`src/rtl/sradd_seq.sv`:
```
`default_nettype none
// +--------------------------------------------------------------------------+
// | sradd_seq: multi-cycle handshaked FP32 adder, truncating, flush-to-zero.  |
// | Revision: 1.0                                                             |
// +--------------------------------------------------------------------------+
module sradd_seq #(
  parameter int ALIGN_LIMIT = 24
) (
  input  logic        clk,
  input  logic        rst_n,
  input  logic        in_valid,
  output logic        in_ready,
  input  logic [31:0] a,
  input  logic [31:0] b,
  output logic        out_valid,
  input  logic        out_ready,
  output logic [31:0] z,
  output logic        busy
);

  localparam logic [31:0] LIMIT = 32'(ALIGN_LIMIT);

  typedef enum logic [2:0] {
    S_IDLE  = 3'd0,
    S_ALIGN = 3'd1,
    S_ADD   = 3'd2,
    S_NORM  = 3'd3,
    S_DONE  = 3'd4
  } state_t;

  state_t      state_q;
  logic        sign_q;
  logic        sub_q;
  logic [8:0]  exp_q;
  logic [24:0] ml_q;
  logic [24:0] ms_q;
  logic [7:0]  cnt_q;
  logic [31:0] z_q;
  logic        out_valid_q;
  logic        busy_q;

  logic        a_big;
  logic [31:0] l_op;
  logic [31:0] s_op;
  logic [7:0]  ediff;
  logic        far;
  logic [8:0]  exp_inc;
  logic [8:0]  exp_dec;

  // Magnitude order is exponent then mantissa, i.e. the unsigned 31-bit field.
  assign a_big   = (a[30:0] >= b[30:0]);
  assign l_op    = a_big ? a : b;
  assign s_op    = a_big ? b : a;
  assign ediff   = l_op[30:23] - s_op[30:23];
  assign far     = ({24'd0, ediff} >= LIMIT);
  assign exp_inc = exp_q + 9'd1;
  assign exp_dec = exp_q - 9'd1;

  assign in_ready  = rst_n && (state_q == S_IDLE);
  assign out_valid = out_valid_q;
  assign busy      = busy_q;
  assign z         = z_q;

  always_ff @(posedge clk or negedge rst_n) begin
    if (!rst_n) begin
      state_q     <= S_IDLE;
      sign_q      <= 1'b0;
      sub_q       <= 1'b0;
      exp_q       <= 9'd0;
      ml_q        <= 25'd0;
      ms_q        <= 25'd0;
      cnt_q       <= 8'd0;
      z_q         <= 32'd0;
      out_valid_q <= 1'b0;
      busy_q      <= 1'b0;
    end else begin
      case (state_q)
        S_IDLE: begin
          if (in_valid) begin
            busy_q <= 1'b1;
            if (a[30:23] == 8'hFF || b[30:23] == 8'hFF) begin
              z_q         <= 32'hFFFF_FFFF;
              out_valid_q <= 1'b1;
              state_q     <= S_DONE;
            end else if (a[30:23] == 8'd0 && b[30:23] == 8'd0) begin
              z_q         <= 32'd0;
              out_valid_q <= 1'b1;
              state_q     <= S_DONE;
            end else if (a[30:23] == 8'd0) begin
              z_q         <= b;
              out_valid_q <= 1'b1;
              state_q     <= S_DONE;
            end else if (b[30:23] == 8'd0) begin
              z_q         <= a;
              out_valid_q <= 1'b1;
              state_q     <= S_DONE;
            end else if (far) begin
              z_q         <= l_op;
              out_valid_q <= 1'b1;
              state_q     <= S_DONE;
            end else begin
              sign_q  <= l_op[31];
              sub_q   <= l_op[31] ^ s_op[31];
              exp_q   <= {1'b0, l_op[30:23]};
              ml_q    <= {2'b01, l_op[22:0]};
              ms_q    <= {2'b01, s_op[22:0]};
              cnt_q   <= ediff;
              state_q <= S_ALIGN;
            end
          end
        end
        S_ALIGN: begin
          if (cnt_q == 8'd0) begin
            state_q <= S_ADD;
          end else begin
            ms_q  <= ms_q >> 1;
            cnt_q <= cnt_q - 8'd1;
          end
        end
        S_ADD: begin
          ml_q    <= sub_q ? (ml_q - ms_q) : (ml_q + ms_q);
          state_q <= S_NORM;
        end
        S_NORM: begin
          // Exact cancellation is caught on the first normalisation cycle.
          if (ml_q == 25'd0) begin
            z_q         <= 32'd0;
            out_valid_q <= 1'b1;
            state_q     <= S_DONE;
          end else if (ml_q[24]) begin
            ml_q        <= ml_q >> 1;
            exp_q       <= exp_inc;
            z_q         <= (exp_inc == 9'd255) ? 32'hFFFF_FFFF
                                               : {sign_q, exp_inc[7:0], ml_q[23:1]};
            out_valid_q <= 1'b1;
            state_q     <= S_DONE;
          end else if (ml_q[23]) begin
            z_q         <= {sign_q, exp_q[7:0], ml_q[22:0]};
            out_valid_q <= 1'b1;
            state_q     <= S_DONE;
          end else begin
            ml_q  <= ml_q << 1;
            exp_q <= exp_dec;
            if (exp_dec == 9'd0) begin
              z_q         <= 32'd0;
              out_valid_q <= 1'b1;
              state_q     <= S_DONE;
            end
          end
        end
        S_DONE: begin
          if (out_ready) begin
            out_valid_q <= 1'b0;
            busy_q      <= 1'b0;
            state_q     <= S_IDLE;
          end
        end
        default: begin
          out_valid_q <= 1'b0;
          busy_q      <= 1'b0;
          state_q     <= S_IDLE;
        end
      endcase
    end
  end

endmodule
`default_nettype wire

```
`config.mk`:
```
export PLATFORM = sky130hd
export DESIGN_NAME = sradd_seq
export DESIGN_NICKNAME = d
export VERILOG_FILES = /design/src/rtl/sradd_seq.sv
export SDC_FILE = /design/constraint.sdc
export NUM_CORES = 1
export LEC_CHECK = 0
export ABC_AREA = 1
export BUFFER_PORTS_ARGS = -buffer_cell sky130_fd_sc_hd__buf_2
export CELL_PAD_IN_SITES_DETAIL_PLACEMENT = 1
export CELL_PAD_IN_SITES_GLOBAL_PLACEMENT = 1
export CORE_MARGIN = 3
export CORE_UTILIZATION = 43
export CTS_CLUSTER_SIZE = 40
export DETAILED_ROUTE_END_ITERATION = 8
export PLACE_DENSITY = 0.87
export SETUP_SLACK_MARGIN = 0.15
export SYNTH_ARGS = -nofsm -noshare
export SYNTH_HDL_FRONTEND = slang
export SYNTH_SLANG_ARGS = --single-unit
```
`constraint.sdc`:
```
create_clock -name clk -period 3.9 [get_ports clk]
set_input_delay 0.39 -clock clk [delete_from_list [all_inputs] [get_ports clk]]
set_output_delay 0.39 -clock clk [all_outputs]
set_load 0.03 [all_outputs]
```
==> impl_metrics.csv <==
group,metric,value,unit
floorplanning,core,25330,µm²
timing,setup_viol,0,
power_and_ir_drop,p_total,12.66,mW
floorplanning,fp-row-count,58,
job,max_cap_violations,0,
synth,synth_area,11170,µm²
floorplanning,die_h,167.2,µm
placed_design,port_buffers,102,
synth,yosysMostFrequentCell,"nand2_1",
hold_path,min_path_cells,4,
setup_path,worstPathArrival,4.14,ns
setup_path,critPathSlowestCell,"dfrtp_2",
cells_and_area,finalNonFillerCells,2242,
cells_and_area,diodes,0,
power_and_ir_drop,p_leak,6.640,nW
synth,netlist_top_cells_count,"525 x nand2_1, 188 x inv_1, 185 x o21ai_0, 161 x nand3_1, 118 x nor2_1",
synth,synth_nets,1929,
hold_path,min_path_type,"input pin to register",
placed_design,placedCellCount,2207,
detailed_routing,route.detailed.drc,0,
synth,ys_seq_area_share,23.53,%
timing,period_minus_slack,3.869,ns
synth,netlist_instances,1798,
timing,rsz0062_at_grt,"true",
detailed_routing,dr_total_vias,13510,
synth,yosys-top-cells-area,"dfrtp_1 24%, nand2_1 18%, o21ai_0 8.3%",
global_route,grt_pass1_wl,72.51,mm
detailed_routing,drt_iter0_drc,1425,
detailed_routing,antenna_left,0,
setup_path,slowest_delay,0.46,ns
setup_path,endpoint_kind,"register",
timing,clock-skew-final,0.01634,ns
synth,ys.warnings.count,0,
clocking,cts_root_buffer,"clkbuf_16",
setup_path,cp_cell_sequence,"inv_2, ha_4, nand4_1, nor4_4, buf_4, nand2_1, nand2_1, o21ai_1, xnor2_1, ha_2, nand2_2, nor2_1, inv_1, nor3_2, nand4_1, nand3_2, a21oi_2, o21bai_1, a21oi_1, o21ai_1, o21ai_1, o21bai_1, nand3_1, nand2_1",
setup_path,crit_type,"register to register",
floorplanning,start_util,44.10,%
clocking,clockBufferDepth,2,
synth,ys_ff_latch,105,
timing,fin_tns_setup,0,ns
clocking,cts_num_sinks,105,
synth,ys_types,49,
floorplanning,io_pins,103,
synth,syn_area_per_cell,6.211,µm²
clocking,h-tree-depth,3,
cells_and_area,nets,2038,
setup_path,crit_buf_inv,3,
setup_path,cp-start-kind,"register",
power_and_ir_drop,peakVddDrop,0.0005111,V
global_route,grtUsageTotal,32.29,%
global_route,grt_overflow,0,
synth,synth_top_area_share,23.53,%
synth,synth_edf_count,0,
setup_path,crit_cells,24,
timing,finalCritPeriodShare,99.22,%
synth,synth_flop_cell,"dfrtp_1",
timing,relSlewSlack,20.95,%
placed_design,hpwl,35.45,mm
synth,synth_area_leader_cell,"dfrtp_1",
global_route,grt_pass1_vias,13240,
clocking,cts_tree,"built",
timing,slew_violations,0,
detailed_routing,viasPerCell,6.027,
floorplanning,fp.dieW,167.2,µm
global_route,grt_max_degree,71,
cells_and_area,drive_gt1_share,16.37,%
setup_path,reg2reg_depth,24,
floorplanning,dieArea,27940,µm²
timing,fmaxAchievable,0.2584,GHz
detailed_routing,wl,47.79,mm
setup_path,cp.required,4.17,ns
placed_design,gp_congestion,0.9567,
clocking,insertion_delay,0.37,ns
timing,worstMarginPinSlew,1.186,ns
synth,synthArstFlopShare,100.0,%
setup_path,cp_top_family,"simple AND/OR/NAND/NOR gates",
clocking,path_clk_slew,0.09,ns
status,outcome,"finished clean",
power_and_ir_drop,powerDensity,977.3,nW/µm²
global_route,antenna_found_initial,2,
clocking,cts_buffers,9,
cells_and_area,nFillCells,3505,
detailed_routing,wl_per_cell,21.31,µm
cells_and_area,area_growth,15.99,%
timing,hold_viol,0,
detailed_routing,first_pass_iters,5,
setup_path,critPathMaxFanout,6,
[layout make-up]
| type | instances | area [µm²] | share of cell area (%) |
|---|---|---|---|
| multi-input cells | 1407 | 7630 | 58.90 |
| clock buffers | 10 | 229.0 | 1.768 |
| well taps | 330 | 412.9 | 3.187 |
| flip-flops and latches | 105 | 2633 | 20.32 |
| repair buffers | 187 | 1225 | 9.456 |
| clock inverters | 6 | 85.08 | 0.6568 |
| inverters | 197 | 739.5 | 5.708 |
[path summary, 6_finish.rpt]
kind / start / end / slack [ns]
worst max-delay path: ms_q[0]$_DFFE_PN0P_ / ml_q[22]$_DFFE_PN0P_ / 0.03
worst min-delay path: out_ready / state_q[2]$_DFFE_PN0P_ / 0.30
worst max register to register: ms_q[0]$_DFFE_PN0P_ / ml_q[22]$_DFFE_PN0P_ / 0.03
worst min register to register: z[25]$_DFFE_PN0P_ / z[25]$_DFFE_PN0P_ / 0.47
max in group asynchronous: rst_n / ms_q[3]$_DFFE_PN0P_ / 2.42
min in group asynchronous: rst_n / ml_q[9]$_DFFE_PN0P_ / 0.48
[state kept, by name (all words and copies together) (netlist names)]
register	flops
busy	1
cnt_q	8
exp_q	9
ml_q	25
ms_q	24
out_valid	1
sign_q	1
state_q	3
sub_q	1
z	32
[through the flow]
| stage | hold slack [ns] | setup WS [ns] | area, µm² | utilization (%) |
|---|---|---|---|---|
| 3_5_place_dp | 0.3326 | -0.02473 | 12250 | 48.36 |
| 2_1_floorplan | 0.09441 | 0.5294 | 11170 | - |
| 5_1_grt | 0.3134 | -0.2487 | 12950 | 51.15 |
| 4_1_cts | 0.3000 | 0.1540 | 12640 | 49.90 |
| 3_3_place_gp | 0.3309 | 0.1774 | 12250 | 48.36 |
| 6_report | 0.3034 | 0.03054 | 12950 | 51.15 |
[worst min-delay path: stages]
cell and delay, ns:
buf_2 0.08, nor4_1 0.05, inv_1 0.07, nand2_1 0.05
[power by group]
part | internal, mW | switching [mW] | total, mW
Sequential | 1.68 | 0.800 | 2.48
Combinational | 3.17 | 5.97 | 9.14
Clock | 0.518 | 0.524 | 1.04
[cells in the final DEF (no fill, tap or decap), drive strengths merged, types with 25 or more instances in the layout]
master and count:
ha 62, a21oi 117, nand2 534, xor2 32
nor2 124, inv 195, nand3 165, buf 185
o21ai 185, dfrtp 105, o211ai 25
[kinds of logic (layout without fill, tap and decap cells)]
| kind of cell | count (synthesis) | after routing | share of synthesized area, % |
|---|---|---|---|
| buf+inv | 286 | 400 | 10.48 |
| simple gates | 899 | 899 | 34.85 |
| compound gates | 395 | 395 | 20.10 |
| flops | 105 | 105 | 23.53 |
| xor+xnor | 50 | 50 | 3.921 |
| fa+ha+maj | 63 | 63 | 7.125 |
[metal layers]
layer	up-vias	share of wire (%)	GRT usage, %
met5	-	0.071	0
met4	4	2.3	7.293
met3	103	9.8	7.271
met2	637	45	51.02
met1	6563	43	45.43
li1	6205	-	-
[timing repair]
| item | 4_1_cts | 5_1_grt |
|---|---|---|
| hold buffers | 1 | 0 |
| pin swaps | 1 | 31 |
| cloned | 0 | 1 |
| endpoints found under the hold margin | 23 | 0 |
| gates resized for setup | 8 | 53 |
| buffers inserted | 2 | 15 |
| endpoints found under the setup margin | 7 | 43 |
(Power assumes the default switching activity.)
